`config.mk`:
```
export PLATFORM = sky130hd
export DESIGN_NAME = display_scan_controller
export DESIGN_NICKNAME = d
export VERILOG_FILES = /design/src/rtl/display_scan_controller.sv
export SDC_FILE = /design/constraint.sdc
export NUM_CORES = 1
export LEC_CHECK = 0
export BUFFER_PORTS_ARGS = -buffer_cell sky130_fd_sc_hd__buf_2
export CORE_ASPECT_RATIO = 0.6
export CORE_MARGIN = 2
export CORE_UTILIZATION = 53
export CTS_CLUSTER_DIAMETER = 60
export CTS_CLUSTER_SIZE = 20
export DETAILED_ROUTE_END_ITERATION = 7
export MAX_ROUTING_LAYER = met4
export PLACE_DENSITY = 0.76
export SYNTH_ARGS = -nofsm -noshare
export SYNTH_HDL_FRONTEND = slang
export SYNTH_SLANG_ARGS = --single-unit
```
`constraint.sdc`:
```
create_clock -name clk -period 4.2 [get_ports clk]
set_input_delay 0.84 -clock clk [delete_from_list [all_inputs] [get_ports clk]]
set_output_delay 0.84 -clock clk [all_outputs]
set_load 0.005 [all_outputs]
```
`src/rtl/display_scan_controller.sv`:
```
// Scan scheduler for an 8-digit common-anode 7-segment display.
// Handles digit sequencing, dead time between digits, PWM brightness,
// leading-zero blanking and hex decode. New frames arrive through a
// valid/ready handshake into a shadow buffer. The shadow buffer is copied
// into the active buffer only at a frame boundary, so a frame never tears.
module display_scan_controller #(
  parameter int SLOT_CYC = 100000,
  parameter int DEAD_CYC = 64
) (
  input  logic        clk,
  input  logic        rst,
  input  logic        wr_valid,
  output logic        wr_ready,
  input  logic [39:0] wr_data,
  input  logic [7:0]  wr_mask,
  input  logic        lzb_en,
  input  logic [3:0]  brightness,
  output logic [2:0]  anode_sel,
  output logic [7:0]  anodos,
  output logic [6:0]  seg_n,
  output logic        dp_n,
  output logic        frame_sync
);

  localparam int STEP_CYC = (SLOT_CYC - DEAD_CYC) / 16;
  localparam int TW       = $clog2(SLOT_CYC);

  localparam logic [TW-1:0] LAST_T = TW'(SLOT_CYC - 1);
  localparam logic [TW-1:0] DEAD_T = TW'(DEAD_CYC);
  localparam logic [TW-1:0] STEP_T = TW'(STEP_CYC);

  // Active-low segment pattern {g,f,e,d,c,b,a} for one hex digit
  function automatic logic [6:0] hex_to_seg(input logic [3:0] h);
    case (h)
      4'h0: return 7'h40;
      4'h1: return 7'h79;
      4'h2: return 7'h24;
      4'h3: return 7'h30;
      4'h4: return 7'h19;
      4'h5: return 7'h12;
      4'h6: return 7'h02;
      4'h7: return 7'h78;
      4'h8: return 7'h00;
      4'h9: return 7'h10;
      4'hA: return 7'h08;
      4'hB: return 7'h03;
      4'hC: return 7'h46;
      4'hD: return 7'h21;
      4'hE: return 7'h06;
      default: return 7'h0E;
    endcase
  endfunction

  logic [TW-1:0] tick_q, tick_d;
  logic [2:0]    digit_q, digit_d;
  logic          pending_q, pending_d;
  logic [39:0]   shad_data_q, shad_data_d;
  logic [7:0]    shad_mask_q, shad_mask_d;
  logic [39:0]   act_data_q, act_data_d;
  logic [7:0]    act_mask_q, act_mask_d;
  logic [3:0]    br_q, br_d;
  logic          lzb_q, lzb_d;
  logic [7:0]    anodos_q, anodos_d;
  logic [6:0]    seg_q, seg_d;
  logic          dp_q, dp_d;
  logic [2:0]    sel_q, sel_d;
  logic          fsync_q, fsync_d;

  logic          boundary;
  logic [7:0]    blank;
  logic          zero_run;
  logic [4:0]    cur;
  logic [TW-1:0] on_lim;
  logic          lit;

  // Slot/digit counters, handshake and the frame-boundary buffer swap
  always_comb begin
    tick_d      = tick_q + TW'(1);
    digit_d     = digit_q;
    boundary    = (digit_q == 3'd7) && (tick_q == LAST_T);
    pending_d   = pending_q;
    shad_data_d = shad_data_q;
    shad_mask_d = shad_mask_q;
    act_data_d  = act_data_q;
    act_mask_d  = act_mask_q;
    br_d        = br_q;
    lzb_d       = lzb_q;
    fsync_d     = 1'b0;
    if (tick_q == LAST_T) begin
      tick_d  = '0;
      digit_d = digit_q + 3'd1;
    end
    if (boundary) begin
      fsync_d = 1'b1;
      br_d    = brightness;
      lzb_d   = lzb_en;
      if (pending_q) begin
        act_data_d = shad_data_q;
        act_mask_d = shad_mask_q;
        pending_d  = 1'b0;
      end
    end
    // pending_q is 0 whenever a write is taken, so this never races the swap
    if (wr_valid && !pending_q) begin
      shad_data_d = wr_data;
      shad_mask_d = wr_mask;
      pending_d   = 1'b1;
    end
  end

  // Leading-zero blanking: blank zero digits from the left until the first nonzero
  always_comb begin
    blank    = '0;
    zero_run = lzb_q;
    for (int i = 7; i >= 1; i--) begin
      if (zero_run && (act_data_q[5*i +: 4] == 4'h0)) begin
        blank[i] = 1'b1;
      end else begin
        zero_run = 1'b0;
      end
    end
  end

  // Phase decode and segment drive for the next registered output
  always_comb begin
    cur      = act_data_q[int'(digit_q)*5 +: 5];
    on_lim   = DEAD_T + TW'(br_q) * STEP_T;
    lit      = (tick_q >= DEAD_T) && (tick_q < on_lim) &&
               act_mask_q[digit_q] && !blank[digit_q];
    anodos_d = 8'hFF;
    seg_d    = 7'h7F;
    dp_d     = 1'b1;
    sel_d    = digit_q;
    if (lit) begin
      anodos_d = ~(8'h01 << digit_q);
      seg_d    = hex_to_seg(cur[3:0]);
      dp_d     = ~cur[4];
    end
  end

  // State and output registers; the shadow buffer needs no reset
  always_ff @(posedge clk) begin
    shad_data_q <= shad_data_d;
    shad_mask_q <= shad_mask_d;
    if (rst) begin
      tick_q     <= '0;
      digit_q    <= '0;
      pending_q  <= 1'b0;
      act_data_q <= '0;
      act_mask_q <= '0;
      br_q       <= '0;
      lzb_q      <= 1'b0;
      anodos_q   <= 8'hFF;
      seg_q      <= 7'h7F;
      dp_q       <= 1'b1;
      sel_q      <= '0;
      fsync_q    <= 1'b0;
    end else begin
      tick_q     <= tick_d;
      digit_q    <= digit_d;
      pending_q  <= pending_d;
      act_data_q <= act_data_d;
      act_mask_q <= act_mask_d;
      br_q       <= br_d;
      lzb_q      <= lzb_d;
      anodos_q   <= anodos_d;
      seg_q      <= seg_d;
      dp_q       <= dp_d;
      sel_q      <= sel_d;
      fsync_q    <= fsync_d;
    end
  end

  assign wr_ready   = ~pending_q;
  assign anodos     = anodos_q;
  assign seg_n      = seg_q;
  assign dp_n       = dp_q;
  assign anode_sel  = sel_q;
  assign frame_sync = fsync_q;

endmodule
```
After elaboration in Yosys (flattened, before gate mapping)

Memories as Yosys holds them, arrays and structs flattened. A register that Yosys moved wholly into a read port is not among the register bits.
Cells that the tools add are included.

Bits in read-only memories: 112
Memories kept: 1
Output and inout bits: 21
Register bits: 135

Memory list:

| name            | words | width | rd ports | clocked after Yosys merged registers in | wr ports | line | RTL |
|---|---|---|---|---|---|---|---|
| (no name shown) | 16    | 7     | 1        | 1                                       | 0        | 34   | `case (h)` |

Eq/ne operators: 2
Mux-type cells: 20
Reductions and logical operators: 25
Shifts and indexed selects: 2
Bitwise gates (word level): 4
Multipliers: 2
Add/sub/neg operators: 3
Magnitude comparators: 3

Operators with widths:

| operator              | number |
|---|---|
| $shiftx 40x7->5       | 1 |
| $logic_not 4->1       | 7 |
| $mux 1                | 18 |
| $add 17x1->17 const B | 1 |
| $add 7x17->17 const A | 1 |
| $eq 17x17->1 const B  | 1 |
| $ge 17x7->1 const B   | 1 |
| $lt 17x17->1          | 1 |
| $mul 4x12->16 const B | 1 |
| $logic_and 1x1->1     | 12 |
| $not 8->8             | 1 |
| $shl 1x3->8 const A   | 1 |
| $bmux 1 s3            | 2 |
| $mul 3x3->6 const B   | 1 |
| $lt 3x4->1 const B    | 1 |
| $reduce_or 2->1       | 2 |
| $add 3x1->3 const B   | 1 |
| $eq 3x3->1 const B    | 1 |
| $not 1->1             | 3 |
| $logic_not 1->1       | 2 |
| $reduce_and 2->1      | 1 |
| $reduce_bool 2->1     | 1 |

Depth between registers and ports, before layout

Gate-level depths: netlist of run 1.

Depth in word-level cells: 21
Depth in mapped cells: 23

Worst setup path before layout of run 1

No wires, ideal clock.

Path kind: reg2reg
From: register br_q[2]
To: register anodos_q[4] (netlist: anodos[4])
Buffers on the path: 3
Arrival time: 4.310 ns
Slack: -0.247 ns
Cell stages (with the launch flop): 23
Cell sequence: dfxtp_1 > inv_1 > ha_1 > inv_1 > ha_1 > ha_1 > clkbuf_1 > a211oi_2 > nor2_1 > xnor2_1 > ha_1 > nand2_1 > nor3_1 > nand4b_1 > xnor2_1 > ha_1 > a21o_1 > a21o_1 > a2111oi_0 > and3_1 > buf_2 > buf_2 > nand3_1

Cells in the longest elaborated chain, start to end: 8

RTL lines:

| what                           | line | RTL |
|---|---|---|
| from (decl)                    | 61   | `logic [3:0] br_q, br_d;` |
| from (signal assigned)         | 164  | `br_q <= br_d;` |
| $mul 4x12->16                  | 127  | `on_lim = DEAD_T + TW'(br_q) * STEP_T;` |
| $add 7x17->17                  | 127  |  |
| $lt 17x17->1                   | 128  | `lit = (tick_q >= DEAD_T) && (tick_q < on_lim) &&` |
| $logic_and 1x1->1 (2 in a row) | 128  |  |
| $logic_and 1x1->1              | 129  | `act_mask_q[digit_q] && !blank[digit_q];` |
| $not 1->1 (no line)            | -    |  |
| $reduce_or 2->1 (no line)      | -    |  |
| to (signal assigned)           | 166  | `anodos_q <= anodos_d;` |
| to (decl)                      | 63   | `logic [7:0] anodos_q, anodos_d;` |

Every way passes these cells.
A chain may end at the register's enable or synchronous reset.

Worst setup path in the final report of run 1

From: register br_q[2]
To: register seg_q[2] (netlist: seg_n[2])

Cells in the longest elaborated chain, start to end: 8

RTL lines:

| what                           | line | RTL |
|---|---|---|
| $mul 4x12->16                  | 127  |  |
| $add 7x17->17                  | 127  |  |
| $lt 17x17->1                   | 128  |  |
| $logic_and 1x1->1 (2 in a row) | 128  |  |
| $logic_and 1x1->1              | 129  |  |
| $not 1->1 (no line)            | -    |  |
| $reduce_or 2->1 (no line)      | -    |  |
| to (decl)                      | 64   | `logic [6:0] seg_q, seg_d;` |

Every way passes these cells.

==> run metrics, run 1 <==
Pleak between 3 and 4 nW; Internal roughly 2.4 mW; CTS root buffer clkbuf_16; vias in the first global route ~5000; crit path kind reg -> reg; commonest cells after routing, fill and taps aside nand2_1 (130), dfxtp_1 (91), buf_2 (76), a21oi_1 (62), edfxtp_1 (48); die area around 13000 um2; global router's overall resource usage between 20% and 30%; hpwl dp between 10000 and 15000 um; Core Footprint roughly 12000 um2; H-tree Lvls 4; Flop pwr share between 40% and 50%; Setup Skew ~8.0 ps; Clock power frac 49.3%; final setup TNS 0 ps; drt wl/cell approximately 17 um; Comb pwr share under 10%; Synthesized Nets 740; IO Pins 77; Clock Sinks around 140; HP Class reg -> reg; placer's final routability congestion estimate between 0.9 and 1; top_reg_cell synth dfxtp_1; Max stage delay cell, worst path or3b_4; WP data arrival ~4400 ps; vias per cell between 5 and 6; fin crit period 4107 ps; drc violations 0; Slew Limit Headroom between 30% and 40%; max incr delay on CP 370 ps; Setup Viol. Count Final 0; Syn Area/Cell around 10 um2; Pins Over Slew Limit 0; commonest non-fill, non-tap cell in the layout nand2_1; layout cells sized above 1 26.80%; Critical Path, Cell by Cell inv_2, ha_4, ha_2, or2_4, ha_4, a21o_1, a21boi_2, or3b_4, and3_4, nand4b_1, xnor2_1, ha_1, a21o_1, a21o_1, a2111oi_2, and3_4, buf_12, o221ai_1; synthesized netlist cell count between 600 and 700; synth-to-layout area growth 23.57%; worst ir drop on vdd 0.0002617 V; asr flop ratio synth 0%; final hold vios 0; Reg clk slew, reported paths 60 ps; Synth Cell Area between 6000 and 7000 um2; largest net degree at the start of global routing 63; Placement Cell Area roughly 7000 um2; first-pass GRT wire length 24820 um; Slew @ Worst Pin approximately 920 ps; Seq/Total Area, Yosys just over 50%; initial antenna violation count 0; required time worst endpoint roughly 4500 ps; clock buffer depth 2; via count just over 5000; input/output buffers 76; max cap viols 0; final antenna diode count 0; Crit. End Element register; PnR worst setup slack 93.03 ps; Seq cells post-synth around 140; Post-CTS Hold Buffers 0; CTS tree built; Die H ~90 um; Synth warnings 0; pre-CTS setup slack -130.3 ps; Initial Util a little over half; drt total wl 15320 um; fin crit share between 90% and 100%; PD cells around 370 nW/um2; Layout Utilization between 60% and 70%; CP max FO 8; 1st-iter DRT viols 536; clock buffer count from CTS 17; Max Freq around 0.24 GHz; status finished clean; Die W about 150 um; Switching Share between 20% and 30%; GRT overflow 0; fin area roughly 8000 um2; drt pass-1 iters 5; number of synthesized flops with an enable pin 48; Critical Path Most Common Cell a21o_1; nets between 800 and 900; Routed Antenna Nets 0; post-synth cell types a little under 60; CP Launch Type register; site row count 31; P_sw ~650 uW; worst skew pair latency 420 ps
## through the flow
step	instances	total power, mW	hold WS (ps)
finish	915	3.014	454.2
global route	915	3.104	467.7
CTS	908	3.034	454.8
detailed placement	873	1.558	448.0
global placement	873	1.554	439.7
floorplan	641	1.520	428.7
## cell usage after synthesis (all sizes together), types with 2 or more instances
library cell	n	share of area, %
nand2	133	7.7
dfxtp	94	29
a21oi	65	5.1
edfxtp	48	22
ha	43	8.3
nor2	37	2.1
nand3	26	2.0
inv	21	1.2
xnor2	20	2.7
buf	18	2.1
clkbuf	16	0.92
xor2	13	1.7
mux4	12	4.1
nor4	8	0.86
o21ai	8	0.61
and3	7	0.67
nor3	7	0.71
a21o	5	0.58
a211oi	4	0.54
mux2i	4	0.61
nand4	4	0.38
nor2b	4	0.38
a41oi	3	0.40
and2	3	0.29
nand4b	3	0.40
or2	3	0.29
a2111oi	2	0.27
a22oi	2	0.23
a31oi	2	0.19
and4	2	0.27
mux2	2	0.35
o221ai	2	0.27
o31ai	2	0.31
## routing by layer
layer	track usage (%)	vias up	part of all wire, %
met5	-	-	0
met4	6.170	0	0.97
met3	5.939	22	7.2
met2	33.72	195	43
met1	35.37	2432	49
li1	-	2445	-
## area by class of cell
class                   count  area, um2
fillers                   882       3976
flip-flops and latches    142       3327
multi-input cells         444       3148
repair buffers            111      699.4
clock buffers              18      429.2
well taps                 165      206.4
clock inverters            14      158.9
inverters                  21      78.83
## worst max-delay path: cells and delay by family (launching register included)
| family | cells | cell delay (ps) |
|---|---|---|
| flops | 1 | 330 |
| simple gates | 5 | 1310 |
| buf+inv | 2 | 180 |
| xor+xnor | 1 | 170 |
| compound gates | 6 | 1090 |
| fa+ha+maj | 4 | 900 |
## power groups by stage
stage          Clock (mW)  Sequential [mW]  Combinational (mW)
2_1_floorplan           0             1.49              0.0271
3_3_place_gp            0             1.50              0.0587
3_5_place_dp            0             1.50              0.0617
4_1_cts              1.50             1.47              0.0624
5_1_grt              1.57             1.47              0.0697
6_report             1.49             1.47              0.0616
## registers in the layout, summed over array words and instances, names as in the netlist
register,count
act_data_q,40
act_mask_q,8
anode_sel,3
anodos,8
br_q,4
digit_q,3
dp_n,1
frame_sync,1
lzb_q,1
pending_q,1
seg_n,7
shad_data_q,40
shad_mask_q,8
tick_q,17
## logic make-up after synthesis
logic type,share of synthesized area (%)
adder cells (fa/ha/maj),8.415
AND/OR/NAND/NOR,16.73
XOR/XNOR,4.438
buffers and inverters,4.265
flip-flops,51.03
AO/OA/AOI/OAI,10.01
multiplexers,5.110
## final timing paths
check / start / slack [ps] / to / depth (start not counted)
worst max register to register: br_q[2] / 90 / seg_n[2] / 18
worst max-delay path: br_q[2] / 90 / seg_n[2] / 18
worst min register to register: act_mask_q[5] / 450 / act_mask_q[5] / 2
worst min-delay path: act_mask_q[5] / 450 / act_mask_q[5] / 2
## what timing repair did
action	in CTS	in global routing
resized for setup	17	31
pin swaps	10	21
gates cloned	1	0
endpoints found under the setup margin	16	16
setup buffers	2	7
Power figures use the tool's default switching activity.
==> run 2, diff against run 1 <==
- CORE_ASPECT_RATIO: 0.6 -> 0.75
==> run metrics, run 2 (synthesis gave the netlist of run 1 again) <==
worst hold slack approximately 450 ps; global router's overall resource usage 23.89%; first-pass GRT wire length around 24000 um; Setup Viol. Count Final 0; H-tree Lvls 4; fin crit period 4184 ps; CTS root buffer clkbuf_16; vias in the first global route around 5000; required time worst endpoint around 4500 ps; Die W 132 um; commonest non-fill, non-tap cell in the layout nand2_1; final antenna diode count 0; die area approximately 13000 um2; Max Freq approximately 0.24 GHz; largest net degree at the start of global routing between 60 and 70; placer's final routability congestion estimate roughly 0.92; PnR worst setup slack 16.33 ps; fill cell count 910; Pins Over Slew Limit 0; clock buffer depth 2; FF/Latch Area roughly 3300 um2; input/output buffers between 70 and 80; RSZ-0062 raised after global routing true; nets between 800 and 900; worst skew pair latency approximately 420 ps; fin area 8078 um2; Clock Sinks 142; crit path kind reg -> reg; Routed Antenna Nets 0; Post-CTS Hold Buffers 0; CTS tree built; CP Launch Type register; Crit. End Element register; drt pass-1 iters 5; site row count 35; CP max FO 8; Placement Cell Area a little over 7000 um2; vias per cell between 5 and 6; Multi-input gate area approximately 3200 um2; Layout Utilization between 60% and 70%; synth-to-layout area growth 24.03%; drt wl/cell between 15 and 20 um; worst ir drop on vdd 0.0003506 V; drc violations 0; Setup Skew about 7.2 ps; max cap viols 0; initial antenna violation count 0; biggest regs act_data_q (40), shad_data_q (40), tick_q (17); Pleak 3.053 nW; WP data arrival about 4500 ps; fin crit share ~100%; Slew @ Worst Pin 975.8 ps; GRT overflow 0; Reg clk slew, reported paths about 60 ps; status finished clean; Die H roughly 100 um; final setup TNS 0 ps; via count a little over 5000; pre-CTS setup slack -104.4 ps; Slew Limit Headroom between 30% and 40%; HP Class reg -> reg; drt total wl around 15000 um; PD cells a little under 400 nW/um2; layout cells sized above 1 ~27%; hpwl dp between 9000 and 10000 um; Initial Util 53.69%; commonest cells after routing, fill and taps aside nand2_1 (128), dfxtp_1 (92), buf_2 (76), a21oi_1 (64), edfxtp_1 (48); clock buffer count from CTS 17; 1st-iter DRT viols roughly 380; Core Footprint roughly 12000 um2; final hold vios 0; IO Pins just under 80
run 2: cell types whose count changed in the layout (fill, tap and decap cells not counted), moves of 3 or more:
cell	before	now
clkinv_2	1	4
nand3_2	2	6
nand3_1	24	20
bufinv_16	2	5
run 2: cell type report:
cell class              instances  area share (%)
flip-flops and latches        142           41.17
multi-input cells             444           39.36
repair buffers                106           7.946
clock buffers                  18           5.313
clock inverters                14           2.664
well taps                     166           2.571
inverters                      21          0.9758
run 2: per-layer routing:
layer | share of wire [%] | wire length (um) | global-route usage [%] | vias to the layer above
met2 | 46 | 7025 | 37.30 | 158
met5 | 0 | 0 | - | -
met3 | 4.9 | 750 | 3.990 | 27
met4 | 1.9 | 289 | 9.699 | 0
met1 | 47 | 7130 | 31.37 | 2426
li1 | - | - | - | 2431
run 2: stage by stage:
| step | cells | power, mW |
|---|---|---|
| global route | 911 | 3.254 |
| CTS | 905 | 3.185 |
| detailed placement | 871 | 1.558 |
| finish | 911 | 3.173 |
| global placement | 871 | 1.553 |
| floorplan | 641 | 1.520 |
run 2: power by group:
group	total, mW	leakage [nW]	switching [mW]	internal [mW]
logic	0.0616	1.52	0.0361	0.0255
clock network	1.64	0.316	0.587	1.06
registers	1.47	1.22	0.0124	1.45
run 2: timing repair:
action / 4_1_cts / 5_1_grt
setup endpoints to repair: 16 / 16
pin swaps: 11 / 22
buffers inserted: 1 / 6
gates cloned: 1 / 0
endpoints found under the hold margin: 0 / 0
resized for setup: 16 / 32
run 2: worst max-delay path, stage by stage (launching register included):
cell	delay, ps
dfxtp_2	330
inv_2	50
ha_4	170
ha_4	150
or2_4	240
ha_4	240
buf_6	130
nor2_4	130
nor2_2	60
xnor2_1	150
ha_2	210
nand2_2	70
nor3_4	180
nand4b_1	180
xnor2_1	170
ha_1	300
a21o_1	180
a21o_1	200
a2111oi_4	370
and3_4	290
buf_12	140
nand3_2	80
run 2: worst paths after layout:
check / start / endpoint / slack (ps) / depth (start not counted)
worst max-delay path: br_q[2] / anodos[0] / 20 / 21
worst min-delay path: act_data_q[0] / act_data_q[0] / 450 / 2
worst max register to register: br_q[2] / anodos[0] / 20 / 21
worst min register to register: act_data_q[0] / act_data_q[0] / 450 / 2
==> run 3, diff against run 2 <==
- CTS_BUF_LIST: default -> sky130_fd_sc_hd__clkbuf_16
==> run metrics, run 3 (synthesis gave the netlist of run 1 again) <==
fin crit share between 90 and 100%; H-tree Lvls 4; IO Pins 77; fin crit period around 4200 ps; final setup TNS 0 ps; WP data arrival between 4000 and 5000 ps; Reg clk slew, reported paths about 60 ps; crit path kind reg -> reg; die area between 10000 and 15000 um2; Switching Share 20.01%; vias in the first global route ~4900; hpwl dp between 9000 and 10000 um; required time worst endpoint between 4000 and 5000 ps; Layout Utilization between 60 and 70%; PD cells just under 400 nW/um2; layout cells sized above 1 about 27%; Core Footprint approximately 12000 um2; CP max FO 8; GRT overflow 0; CTS tree built; 1st-iter DRT viols around 380; input/output buffers 76; Clock Sinks 142; clock buffer depth 2; HP Class reg -> reg; CTS root buffer clkbuf_16; global router's overall resource usage roughly a quarter; worst skew pair latency approximately 420 ps; Pleak between 3 and 4 nW; Setup Skew 7.232 ps; via count 5044; Comb pwr share roughly 1.9%; first-pass GRT wire length 24140 um; Setup Viol. Count Final 0; Pwr Total between 3 and 4 mW; max cap viols 0; Flop pwr share about 46%; Max Freq 0.2390 GHz; clock buffer count from CTS 17; synth-to-layout area growth 24.03%; site row count 35; Slew Limit Headroom about a third; largest net degree at the start of global routing 63; RSZ-0062 raised after global routing true; status finished clean; Crit. End Element register; Die W between 100 and 150 um; Post-CTS Hold Buffers 0; final antenna diode count 0; Clock power frac between 50 and 60%; drt wl/cell 16.68 um; biggest regs act_data_q (40), shad_data_q (40), tick_q (17); CP Launch Type register; P_sw 634.3 uW; Die H 100 um; vias per cell 5.537; placer's final routability congestion estimate between 0.9 and 1; drc violations 0; Routed Antenna Nets 0; worst ir drop on vdd between 0.0003 and 0.0004 V; Internal 2.535 mW; drt pass-1 iters 5; nets just over 800; commonest cells after routing, fill and taps aside nand2_1 (128), dfxtp_1 (92), buf_2 (76), a21oi_1 (64), edfxtp_1 (48); Initial Util a little over half; commonest non-fill, non-tap cell in the layout nand2_1; final hold vios 0; initial antenna violation count 0; Pins Over Slew Limit 0; Slew @ Worst Pin ~1000 ps; drt total wl between 15000 and 20000 um
[run 3: changes by cell type in the layout (fill, tap and decap cells not counted), sizes merged]
cell / previous run / this run
clkbuf: 18 / 17
inv: 24 / 25
[run 3: area by class of cell]
| type | instances | area, um2 |
|---|---|---|
| Clock inverter | 15 | 219.0 |
| Clock buffer | 17 | 425.4 |
| Timing Repair Buffer | 106 | 641.9 |
| Sequential cell | 142 | 3326 |
| Inverter | 21 | 78.83 |
| Tap cell | 166 | 207.7 |
| Fill cell | 910 | 4053 |
| Multi-Input combinational cell | 444 | 3179 |
[run 3: through the flow]
step / cell area [um2] / setup WS (ps) / hold slack (ps) / instances
floorplan: 6555 / 19.61 / 428.7 / 641
global placement: 7121 / 43.66 / 435.5 / 871
detailed placement: 7121 / -104.4 / 445.0 / 871
CTS: 7873 / 5.532 / 451.5 / 905
global route: 8078 / -168.2 / 474.3 / 911
finish: 8078 / 16.35 / 453.3 / 911
[run 3: critical path, stage by stage, from the launching register on]
cell and delay (ps):
dfxtp_2 330, inv_2 50, ha_4 170, ha_4 150
or2_4 240, ha_4 240, buf_6 130, nor2_4 130
nor2_2 60, xnor2_1 150, ha_2 210, nand2_2 70
nor3_4 180, nand4b_1 180, xnor2_1 170, ha_1 300
a21o_1 180, a21o_1 200, a2111oi_4 370, and3_4 290
buf_12 140, nand3_2 80
[run 3: timing repair]
item / 4_1_cts / 5_1_grt
hold endpoints to repair: 0 / 0
gates resized for setup: 16 / 32
gates cloned: 1 / 0
pin swaps: 11 / 22
setup endpoints to repair: 16 / 16
buffers inserted: 1 / 6
[run 3: metal layers]
layer | up-vias | global-route usage [%] | share of wire, %
li1 | 2431 | - | -
met1 | 2424 | 31.37 | 47
met2 | 162 | 37.30 | 46
met3 | 27 | 3.990 | 5.0
met4 | 0 | 9.699 | 1.9
met5 | - | - | 0
[run 3: power groups by stage]
stage / combinational (mW) / clock (mW) / sequential (mW)
finish: 0.0617 / 1.64 / 1.47
global route: 0.0683 / 1.71 / 1.47
CTS: 0.0621 / 1.65 / 1.47
detailed placement: 0.0620 / 0 / 1.50
global placement: 0.0583 / 0 / 1.49
floorplan: 0.0271 / 0 / 1.49
[run 3: worst paths after layout]
path,cells after the start,slack [ps],to,from
setup / recovery,21,20,anodos[0],br_q[2]
hold / removal,2,450,act_data_q[0],act_data_q[0]
setup reg to reg,21,20,anodos[0],br_q[2]
hold reg to reg,2,450,act_data_q[0],act_data_q[0]
